`src/rtl/rgmii_rx_frame_decoder.sv`:
```
// RGMII receive decoder: DDR samples -> DV/ER, byte assembly (GMII or MII nibbles), preamble/SFD strip, AXI-stream out.
// Latency: a non-last byte is emitted when the next byte is pushed; the last byte is emitted 1 cycle after the registered dv=0.
// Backpressure: none; the receive path cannot stall, and downstream must absorb one beat per cycle.
module rgmii_rx_frame_decoder #(
  parameter int MIN_FRAME_LEN_P = 64,
  parameter int MAX_FRAME_LEN_P = 1518,
  parameter int LEN_WIDTH_P     = 16
) (
  input  logic       clk_i,
  input  logic       reset_i,
  input  logic [4:0] rx_q1_i,
  input  logic [4:0] rx_q2_i,
  input  logic       mii_select_i,
  output logic [7:0] m_axis_tdata_o,
  output logic       m_axis_tvalid_o,
  output logic       m_axis_tlast_o,
  output logic       m_axis_tuser_o,
  output logic       stat_good_o,
  output logic       stat_bad_o,
  output logic       stat_bad_sfd_o
);

  typedef enum logic [1:0] {ST_IDLE, ST_PRE, ST_PAY, ST_DROP} state_t;

  localparam logic [LEN_WIDTH_P-1:0] MIN_LEN = LEN_WIDTH_P'(MIN_FRAME_LEN_P);
  localparam logic [LEN_WIDTH_P-1:0] MAX_LEN = LEN_WIDTH_P'(MAX_FRAME_LEN_P);

  state_t                 state, state_n;
  logic                   mii_mode;
  logic                   armed;
  // stage 0 registers
  logic                   dv_r, er_r, stb_r, odd_r, phase;
  logic [7:0]             byte_dat_r;
  logic [3:0]             nib_lo;
  // payload state
  logic                   hold_vld;
  logic [7:0]             hold_dat;
  logic [LEN_WIDTH_P-1:0] len;
  logic                   err;
  // FSM decisions
  logic                   push, emit, emit_last, emit_user, pay_entry;
  logic                   good, bad, bad_sfd, end_err;

  // Stage 0: decode RX_CTL into dv/er and assemble bytes in the current mode.
  always_ff @(posedge clk_i) begin
    if (reset_i) begin
      dv_r       <= 1'b1;
      er_r       <= 1'b0;
      stb_r      <= 1'b0;
      odd_r      <= 1'b0;
      phase      <= 1'b0;
      byte_dat_r <= 8'h00;
      nib_lo     <= 4'h0;
    end else begin
      dv_r  <= rx_q1_i[4];
      er_r  <= rx_q1_i[4] ^ rx_q2_i[4];
      // phase before clearing tells us an odd nibble count when dv drops
      odd_r <= mii_mode & ~rx_q1_i[4] & phase;
      if (mii_mode) begin
        if (rx_q1_i[4]) begin
          phase <= ~phase;
          if (phase) begin
            byte_dat_r <= {rx_q1_i[3:0], nib_lo};
            stb_r      <= 1'b1;
          end else begin
            nib_lo <= rx_q1_i[3:0];
            stb_r  <= 1'b0;
          end
        end else begin
          phase <= 1'b0;
          stb_r <= 1'b0;
        end
      end else begin
        byte_dat_r <= {rx_q2_i[3:0], rx_q1_i[3:0]};
        stb_r      <= rx_q1_i[4];
        phase      <= 1'b0;
      end
    end
  end

  // Next-state and beat/stat decisions from the registered stage-0 outputs.
  always_comb begin
    state_n   = state;
    push      = 1'b0;
    emit      = 1'b0;
    emit_last = 1'b0;
    emit_user = 1'b0;
    pay_entry = 1'b0;
    good      = 1'b0;
    bad       = 1'b0;
    bad_sfd   = 1'b0;
    end_err   = err | (len < MIN_LEN) | (len > MAX_LEN) | odd_r;
    case (state)
      ST_IDLE: begin
        if (dv_r && stb_r && armed) begin
          if (byte_dat_r == 8'h55) begin
            state_n = ST_PRE;
          end else if (byte_dat_r == 8'hD5) begin
            state_n   = ST_PAY;
            pay_entry = 1'b1;
          end else begin
            state_n = ST_DROP;
            bad_sfd = 1'b1;
          end
        end
      end
      ST_PRE: begin
        if (!dv_r) begin
          state_n = ST_IDLE;
          bad_sfd = 1'b1;
        end else if (stb_r) begin
          if (byte_dat_r == 8'hD5) begin
            state_n   = ST_PAY;
            pay_entry = 1'b1;
          end else if (byte_dat_r != 8'h55) begin
            state_n = ST_DROP;
            bad_sfd = 1'b1;
          end
        end
      end
      ST_PAY: begin
        if (!dv_r) begin
          state_n = ST_IDLE;
          if (hold_vld) begin
            emit      = 1'b1;
            emit_last = 1'b1;
            emit_user = end_err;
            good      = ~end_err;
            bad       = end_err;
          end else begin
            bad = 1'b1;
          end
        end else if (stb_r) begin
          push = 1'b1;
          emit = hold_vld;
        end
      end
      ST_DROP: begin
        if (!dv_r) state_n = ST_IDLE;
      end
      default: state_n = ST_IDLE;
    endcase
  end

  // FSM state, start arming, mode latch, hold register, length and error tracking.
  always_ff @(posedge clk_i) begin
    if (reset_i) begin
      state    <= ST_IDLE;
      armed    <= 1'b0;
      mii_mode <= 1'b0;
      hold_vld <= 1'b0;
      hold_dat <= 8'h00;
      len      <= '0;
      err      <= 1'b0;
    end else begin
      state <= state_n;
      // a frame may only start after dv has been seen low
      if (!dv_r) armed <= 1'b1;
      else if (state_n != ST_IDLE) armed <= 1'b0;
      if (state == ST_IDLE) mii_mode <= mii_select_i;
      if (push) begin
        hold_dat <= byte_dat_r;
        hold_vld <= 1'b1;
      end else if (state != ST_PAY || !dv_r) begin
        hold_vld <= 1'b0;
      end
      if (pay_entry) len <= '0;
      else if (push && len != '1) len <= len + LEN_WIDTH_P'(1);
      if (pay_entry) err <= 1'b0;
      else if (state == ST_PAY && dv_r && er_r) err <= 1'b1;
    end
  end

  // Output registers: data/last/user change only on an emitted beat; valid and stats are pulses.
  always_ff @(posedge clk_i) begin
    if (reset_i) begin
      m_axis_tdata_o  <= 8'h00;
      m_axis_tvalid_o <= 1'b0;
      m_axis_tlast_o  <= 1'b0;
      m_axis_tuser_o  <= 1'b0;
      stat_good_o     <= 1'b0;
      stat_bad_o      <= 1'b0;
      stat_bad_sfd_o  <= 1'b0;
    end else begin
      m_axis_tvalid_o <= emit;
      if (emit) begin
        m_axis_tdata_o <= hold_dat;
        m_axis_tlast_o <= emit_last;
        m_axis_tuser_o <= emit_user;
      end
      stat_good_o    <= good;
      stat_bad_o     <= bad;
      stat_bad_sfd_o <= bad_sfd;
    end
  end

endmodule

```
`config.mk`:
```
export PLATFORM = sky130hd
export DESIGN_NAME = rgmii_rx_frame_decoder
export DESIGN_NICKNAME = d
export VERILOG_FILES = /design/src/rtl/rgmii_rx_frame_decoder.sv
export SDC_FILE = /design/constraint.sdc
export NUM_CORES = 1
export LEC_CHECK = 0
export ABC_AREA = 0
export CORE_MARGIN = 2
export CORE_UTILIZATION = 25
export DETAILED_ROUTE_END_ITERATION = 8
export GPL_ROUTABILITY_DRIVEN = 0
export GPL_TIMING_DRIVEN = 1
export PLACE_DENSITY = 0.38
export SKIP_LAST_GASP = 1
export SYNTH_ARGS = -nofsm -noshare
export SYNTH_HDL_FRONTEND = slang
export SYNTH_SLANG_ARGS = --single-unit
```
`constraint.sdc`:
```
create_clock -name clk_i -period 3.8 [get_ports clk_i]
set_input_delay 0.76 -clock clk_i [delete_from_list [all_inputs] [get_ports clk_i]]
set_output_delay 0.76 -clock clk_i [all_outputs]
set_load 0.02 [all_outputs]
```
==> results of run 1 <==
## state kept, by name, indices dropped and copies added, names as in the netlist, 2 cells and up
name	flops
state	2
m_axis_tdata_o	8
byte_dat_r	8
len	16
nib_lo	4
hold_dat	8
## path summary, 6_finish.rpt
| kind | start | end | depth (start not counted) |
|---|---|---|---|
| setup / recovery | dv_r | len[6] | 4 |
| hold reg to reg | hold_dat[6] | hold_dat[6] | 2 |
| setup reg to reg | dv_r | len[6] | 4 |
| hold / removal | hold_dat[6] | hold_dat[6] | 2 |
## stage by stage
step / instance area, um^2 / instances / utilization, %
floorplan: 2676 / 310 / -
global placement: 3007 / 452 / 28.99
detailed placement: 3007 / 452 / 28.99
CTS: 3184 / 468 / 30.71
global route: 3184 / 468 / 30.71
finish: 3184 / 468 / 30.71
## power breakdown
part	switching, mW	leakage (nW)	internal (mW)
clock	0.257	0.0921	0.269
sequential	0.0174	0.495	0.652
combinational	0.0314	0.409	0.0273
total	0.306	0.996	0.949
## cells by family (layout without fill, tap and decap cells)
kind of cell / count (synthesis) / in the layout / share of synthesized area (%)
multiplexers: 10 / 10 / 3.740
XOR/XNOR: 1 / 1 / 0.3273
flip-flops: 61 / 61 / 45.63
buffers and inverters: 29 / 51 / 5.423
AO/OA/AOI/OAI: 68 / 68 / 16.13
AND/OR/NAND/NOR: 140 / 140 / 28.29
adder cells (fa/ha/maj): 1 / 1 / 0.4674
## area by class of cell
type                       count  area share [%]
clock inverter                 4          0.7073
tap                          136           5.344
clock buffer                  12           4.872
multi-input combinational    220           41.14
inverter                       6          0.7073
timing repair buffer          29           8.880
sequential                    61           38.35
## tightest hold or removal path, stage by stage, from the launching register on
cell and delay, ns:
sky130_fd_sc_hd__dfxtp_1 0.31, sky130_fd_sc_hd__nand2_1 0.05, sky130_fd_sc_hd__a21oi_1 0.05
## layout by cell type, fill, tap and decap left out, drive strengths merged, types with 6 or more instances in the layout
cell / n
dfxtp: 61
nand2: 43
a21oi: 32
clkdlybuf4s50: 26
nor2: 25
nand3: 20
clkbuf: 12
or4: 11
mux2i: 10
a311oi: 9
o31ai: 9
o21ai: 7
nor4: 7
nand4: 6
inv: 6
## per-layer routing
metal,part of all wire [%],vias to the layer above,GRT usage [%]
li1,-,1170,-
met1,48,1080,15.38
met2,48,35,20.12
met3,3.0,4,3.995
met4,0.72,0,3.571
met5,0,-,0
==> results.cfg, run 1 <==
[timing]
fin_worst_hold_slack_ns = 0.4552
min_period_over_period_pct = 56.31
rsz0062_at_grt = false
fin_worst_skew_ns = 0.008109
slew-limit-headroom_pct = 29.13
setup_total_negative_slack_ns = 0
max_clock_freq_mhz = 467.4
final-setup-viol-count = 0
finalHoldViolations = 0
report.final.slew_viol_count = 0
transition_time_at_the_pin_with_the_least_slew_margin_ns = 1.053
setup_ws_ns = 1.660
min_tclk_post_route_ns = 2.140

[clocking]
cts_htree_levels = 3
post_cts_resize_count = 0
insertion_delay_ns = 0.33
cts.reportedPaths.clkPinSlew_ns = 0.07
clk_root_buffer_cell = sky130_fd_sc_hd__clkbuf_8
tritoncts = yes
cts-root-to-sink-buffers = 2
post_cts_hold_buffer_count = 0
number_of_buffers_inserted_by_post_cts_setup_repair = 0
numClockSinks = 61
tritoncts.num_buffers = 9

[final_layout]
num-fill-cells = 1122
area_growth_syn_to_layout_pct = 18.98
multiInputGateArea_um2 = 1310
layout_cell_share_with_drive_strength_beyond_1_pct = 8.434
seqCellArea_um2 = 1221
finalNetCount = 341
antenna-diode-count = 0

[synth]
postSynthRegisterBits = 61
mapped_nets = 324
top_cells_by_area_in_the_synthesized_netlist = sky130_fd_sc_hd__dfxtp_1, sky130_fd_sc_hd__a21oi_1, sky130_fd_sc_hd__nand2_1
seq_area_frac_synth_pct = 45.63
netlist.top_cell.by_area = sky130_fd_sc_hd__dfxtp_1
synthesis.area_um2 = 2676
yosys_most_used_dff = sky130_fd_sc_hd__dfxtp_1
syn-mean-instance-area_um2 = 8.633
asyncSetResetFlopFracSynth_pct = 0
synthMostInstantiatedCell = sky130_fd_sc_hd__dfxtp_1
synth-edff-count = 0
yosys_warnings = 0
synthesis.instances = 310
yosysTopAreaCellShare_pct = 45.63
yosys-top-cells-count = sky130_fd_sc_hd__dfxtp_1, sky130_fd_sc_hd__nand2_1, sky130_fd_sc_hd__a21oi_1, sky130_fd_sc_hd__nor2_1, sky130_fd_sc_hd__nand3_1
synth_cell_types = 50

[global_route]
grt-ovfl-total = 0
largest_net_degree_at_the_start_of_global_routing = 36
grt_first_pass_wirelength_um = 11030
total_global_routing_track_utilization_pct = 12.27
antenna_found_initial = 0
grt_pass1_vias = 2186

[detailed_routing]
postRouteAntennaNets = 0
route.vias.total = 2289
drt_iter0_drc = 68
detail_route.first_pass.iterations = 4
remaining_drc_errors = 0
wire_per_inst_um = 14.02
wirelength_um = 6563
avgViaCountPerCell = 4.891

[critical_path]
timing.critical_path.max_delay_family = simple AND/OR/NAND/NOR gates
crit_path_end_kind = flop
rrSetupSlack_ns = 1.66
cp_data_arrival_time_ns = 2.40
cell_by_cell_listing_of_the_critical_path = nand4b_4 > or2_0 > or4_1 > a21oi_1
worst-path-buf-inv = 0
critical_path_start_end_classification = flop to flop
worstPathRequired_ns = 4.06
critical_path.max_stage_delay_ns = 0.61
startpoint_class = flop
critPathMaxFanout = 17
critical_path.slowest_cell = sky130_fd_sc_hd__dfxtp_1

[pwr]
cellPowerDensity_nw_per_um2 = 394.1
total_power_mw = 1.255
p_leak_nw = 0.9958
irDropWorstVdd_v = 0.0001632

[status]
outcome = complete, no violations

[place]
place.detailed.hpwl_um = 4523
buffer_ports.inserted = 26
dp_slack_ns = 1.475

[die]
core_area_um2 = 10370
die_w_um = 107.5
floorplan.io_pins = 27
floorplan.die_area_um2 = 11550
std_cell_rows = 37
die_height_um = 107.5
initial_standard_cell_utilization_of_the_core_pct = 25.81

[job]
max_cap_viol_count = 0

[min_path]
holdCritPathClass = flop to flop
Power figures use the tool's default switching activity.
==> run 2: changes to the inputs <==
==> constraint.sdc (replaced) <==
create_clock -name clk_i -period 2.06 [get_ports clk_i]
set_input_delay 0.412 -clock clk_i [delete_from_list [all_inputs] [get_ports clk_i]]
set_output_delay 0.412 -clock clk_i [all_outputs]
set_load 0.02 [all_outputs]
==> results.cfg, run 2 (same netlist as run 1, synthesis figures left out) <==
[critical_path]
r2r.worst_path.cells = 5
reg2reg_from = len[0]
critical_path_start_end_classification = flop to flop
rrSetupSlack_ns = 0.20
regToRegEndpoint = len[10]
critPathMaxFanout = 9
critical_path_start = len[0]
startpoint_class = flop
cp_data_arrival_time_ns = 2.13
crit_path_end_kind = flop
endpoint = len[10]
worstPathRequired_ns = 2.33

[timing]
fin_worst_hold_slack_ns = 0.4536
slew-limit-headroom_pct = 68.96
transition_time_at_the_pin_with_the_least_slew_margin_ns = 0.4656
fin_worst_skew_ns = 0.01387
finalHoldViolations = 0
rsz0062_at_grt = false
report.final.slew_viol_count = 0
max_clock_freq_mhz = 538.3
min_tclk_post_route_ns = 1.858
final-setup-viol-count = 0
min_period_over_period_pct = 90.18
setup_total_negative_slack_ns = 0

[final_layout]
finalNetCount = 358
largest_register_ff_count = 16
multiInputGateArea_um2 = 1310
seqCellArea_um2 = 1221
antenna-diode-count = 0
area_growth_syn_to_layout_pct = 25.57
top_register = len
layout_cell_share_with_drive_strength_beyond_1_pct = 12.89
finalCoreUtilization_pct = 32.41
final_common_cell = sky130_fd_sc_hd__dfxtp_1
num-fill-cells = 1148
commonest_cells_after_routing_fill_and_taps_aside = sky130_fd_sc_hd__dfxtp_1, sky130_fd_sc_hd__nand2_1, sky130_fd_sc_hd__a21oi_1

[die]
die_w_um = 107.5
die_height_um = 107.5
floorplan.die_area_um2 = 11550
initial_standard_cell_utilization_of_the_core_pct = 25.81
floorplan.io_pins = 27
core_area_um2 = 10370
std_cell_rows = 37

[min_path]
min_path_cells = 2
holdCritPathClass = flop to flop

[place]
place.detailed.hpwl_um = 4807
buffer_ports.inserted = 26

[clocking]
insertion_delay_ns = 0.35
tritoncts.num_buffers = 9
number_of_buffers_inserted_by_post_cts_setup_repair = 0
tritoncts = yes
post_cts_resize_count = 0
cts_htree_levels = 3
numClockSinks = 61
cts-root-to-sink-buffers = 2
post_cts_hold_buffer_count = 0
cts.reportedPaths.clkPinSlew_ns = 0.07
clk_root_buffer_cell = sky130_fd_sc_hd__clkbuf_8

[detailed_routing]
detail_route.first_pass.iterations = 5
remaining_drc_errors = 0
avgViaCountPerCell = 4.792
wirelength_um = 7008
drt_iter0_drc = 72
route.vias.total = 2324
wire_per_inst_um = 14.45
postRouteAntennaNets = 0

[job]
max_cap_viol_count = 0

[global_route]
total_global_routing_track_utilization_pct = 13.12
grt_pass1_vias = 2264
grt-ovfl-total = 0
largest_net_degree_at_the_start_of_global_routing = 33
antenna_found_initial = 0
grt_first_pass_wirelength_um = 11790

[pwr]
cellPowerDensity_nw_per_um2 = 731.2
irDropWorstVdd_v = 0.0002950
p_leak_nw = 1.100
total_power_mw = 2.457

[status]
outcome = complete, no violations
[run 2: changes by cell type in the layout (fill, tap and decap cells not counted), sizes merged]
cell / before / now
bufinv: 0 / 1
buf: 3 / 20
clkbuf: 12 / 11
[run 2: worst max-delay path, stage by stage, from the launching register on]
cell and delay (ns):
sky130_fd_sc_hd__dfxtp_1 0.38, sky130_fd_sc_hd__ha_1 0.19, sky130_fd_sc_hd__nand3_1 0.13, sky130_fd_sc_hd__or2_0 0.39, sky130_fd_sc_hd__or4_1 0.56, sky130_fd_sc_hd__a21oi_1 0.15
[run 2: layout make-up]
type                            instances  area share (%)
Multi-Input combinational cell        220           38.98
Sequential cell                        61           36.34
Timing Repair Buffer                   46           12.96
Tap cell                              136           5.063
Clock buffer                           11           4.207
Clock inverter                          5           1.787
Inverter                                6          0.6701
[run 2: report_power, final]
part | internal [mW] | switching (mW) | leakage [nW] | total, mW
logic | 0.0663 | 0.0738 | 0.505 | 0.140
registers | 1.20 | 0.0213 | 0.495 | 1.22
clock network | 0.594 | 0.499 | 0.0995 | 1.09
[run 2: how the worst min path moves through the flow]
stage                           start     endpoint  slack, ns
after floorplan              hold_vld   stat_bad_o       0.43
after global placement      nib_lo[0]    nib_lo[0]       0.44
after detailed placement  hold_dat[2]  hold_dat[2]       0.45
after CTS                 hold_dat[2]  hold_dat[2]       0.46
after global routing      hold_dat[2]  hold_dat[2]       0.48
final                     hold_dat[2]  hold_dat[2]       0.45
[run 2: per-stage QoR]
| step | cells | setup slack [ns] | instance area [um^2] |
|---|---|---|---|
| after CTS | 485 | 0.2186 | 3361 |
| final | 485 | 0.2022 | 3361 |
| after detailed placement | 469 | 0.2250 | 3159 |
| after global routing | 485 | 0.01133 | 3361 |
| after global placement | 469 | 0.2637 | 3159 |
| after floorplan | 310 | 0.4024 | 2676 |
[run 2: routing by layer]
layer	GRT usage [%]	routed length [um]	up-vias
met5	0	0	-
met4	4.396	66	0
met3	3.814	219	6
met2	19.80	3225	31
met1	17.91	3496	1090
li1	-	-	1197
==> run 3: changes to the inputs <==
--- a/config.mk
+++ b/config.mk
@@ -7,11 +7,11 @@
 export LEC_CHECK = 0
 export ABC_AREA = 0
 export CORE_MARGIN = 2
-export CORE_UTILIZATION = 25
+export CORE_UTILIZATION = 30
 export DETAILED_ROUTE_END_ITERATION = 8
 export GPL_ROUTABILITY_DRIVEN = 0
 export GPL_TIMING_DRIVEN = 1
-export PLACE_DENSITY = 0.38
+export PLACE_DENSITY = 0.44
 export SKIP_LAST_GASP = 1
 export SYNTH_ARGS = -nofsm -noshare
 export SYNTH_HDL_FRONTEND = slang
==> results.cfg, run 3 (same netlist as run 1, synthesis figures left out) <==
[final_layout]
finalNetCount = 356
num-fill-cells = 930
final_common_cell = sky130_fd_sc_hd__dfxtp_1
seqCellArea_um2 = 1221
multiInputGateArea_um2 = 1310
antenna-diode-count = 0
finish.instance_area_um2 = 3298
commonest_cells_after_routing_fill_and_taps_aside = sky130_fd_sc_hd__dfxtp_1, sky130_fd_sc_hd__nand2_1, sky130_fd_sc_hd__a21oi_1
largest_register_ff_count = 16
finalCoreUtilization_pct = 38.00
layout_cell_share_with_drive_strength_beyond_1_pct = 12.39
finalNonFillerCells = 455
top_register = len
area_growth_syn_to_layout_pct = 23.24

[critical_path]
startpoint_class = flop
critPathMaxFanout = 7
cp_data_arrival_time_ns = 2.08
crit_path_end_kind = flop
regToRegEndpoint = len[15]
worstPathRequired_ns = 2.34
reg2reg_from = len[6]
critical_path_start_end_classification = flop to flop
r2r.worst_path.cells = 4
rrSetupSlack_ns = 0.25

[place]
numPlacedInstances = 439
buffer_ports.inserted = 26
post_dp_cell_area_um2 = 3084
place.detailed.hpwl_um = 4492
dp_slack_ns = 0.2474

[pwr]
share_seq_of_total_power_pct = 48.2
cellPowerDensity_nw_per_um2 = 768.9
clock_power_share_pct = 46.6
switching_share_pct = 23.31
total_switching_power_uw = 591.1
cell_internal_pwr_mw = 1.945
total_power_mw = 2.536
power.combinational.fraction_pct = 5.2
p_leak_nw = 1.088
irDropWorstVdd_v = 0.0003083

[timing]
setup_ws_ns = 0.2504
rsz0062_at_grt = false
setup_total_negative_slack_ns = 0
transition_time_at_the_pin_with_the_least_slew_margin_ns = 0.4233
min_tclk_post_route_ns = 1.810
slew-limit-headroom_pct = 71.78
min_period_over_period_pct = 87.84
finalHoldViolations = 0
max_clock_freq_mhz = 552.6
fin_worst_skew_ns = 0.009181
final-setup-viol-count = 0
fin_worst_hold_slack_ns = 0.4557
report.final.slew_viol_count = 0

[clocking]
post_cts_resize_count = 0
tritoncts.num_buffers = 9
number_of_buffers_inserted_by_post_cts_setup_repair = 0
cts-root-to-sink-buffers = 2
post_cts_hold_buffer_count = 0
cts_htree_levels = 3
clk_root_buffer_cell = sky130_fd_sc_hd__clkbuf_8
cts.reportedPaths.clkPinSlew_ns = 0.07
insertion_delay_ns = 0.34
numClockSinks = 61
tritoncts = yes

[die]
floorplan.die_area_um2 = 9692
floorplan.io_pins = 27
die_w_um = 98.45
initial_standard_cell_utilization_of_the_core_pct = 30.84
std_cell_rows = 34
die_height_um = 98.45
core_area_um2 = 8678

[min_path]
min_path_cells = 2
hold_path.startpoint = hold_dat[1]
holdCritPathClass = flop to flop
min_delay_worst_endpoint = hold_dat[1]

[global_route]
antenna_found_initial = 0
grt_first_pass_wirelength_um = 11160
total_global_routing_track_utilization_pct = 14.34
largest_net_degree_at_the_start_of_global_routing = 33
grt-ovfl-total = 0
grt_pass1_vias = 2255

[detailed_routing]
drt_iter0_drc = 92
remaining_drc_errors = 0
route.vias.total = 2339
wirelength_um = 6497
detail_route.first_pass.iterations = 4
postRouteAntennaNets = 0
avgViaCountPerCell = 5.141
wire_per_inst_um = 14.28

[status]
outcome = complete, no violations

[job]
max_cap_viol_count = 0
==> run 3: worst max path at each step <==
| stage | slack (ns) | from | end |
|---|---|---|---|
| floorplan | 0.40 | len[0] | len[6] |
| global placement | 0.28 | len[0] | len[6] |
| detailed placement | 0.25 | len[0] | len[8] |
| CTS | 0.23 | len[0] | len[8] |
| global route | 0.09 | len[0] | len[10] |
| finish | 0.25 | len[6] | len[15] |
==> run 3: routing by layer <==
metal	routed length, um	up-vias	share of wire [%]	GRT usage, %
met2	2924	28	45	21.19
met1	3271	1104	50	19.65
li1	-	1197	-	-
met5	0	-	0	0
met4	134	0	2.1	6.849
met3	165	10	2.5	3.546
==> run 3: worst max-delay path, stage by stage (launching register included) <==
cell	delay, ns
sky130_fd_sc_hd__dfxtp_1	0.48
sky130_fd_sc_hd__nand3_2	0.17
sky130_fd_sc_hd__or4_4	0.54
sky130_fd_sc_hd__or4_1	0.41
sky130_fd_sc_hd__a21oi_1	0.14
==> run 3: cell type report <==
class	instances	share of cell area, %
multi-input combinational	220	39.72
sequential	61	37.03
timing repair buffer	44	11.99
tap	108	4.097
clock buffer	10	3.869
clock inverter	6	2.618
inverter	6	0.6829
==> run 3: power by group through the flow <==
stage	sequential [mW]	clock, mW	combinational (mW)
floorplan	1.24	0	0.0817
global placement	1.25	0	0.133
detailed placement	1.25	0	0.133
CTS	1.22	1.21	0.134
global route	1.23	1.27	0.149
finish	1.22	1.18	0.132
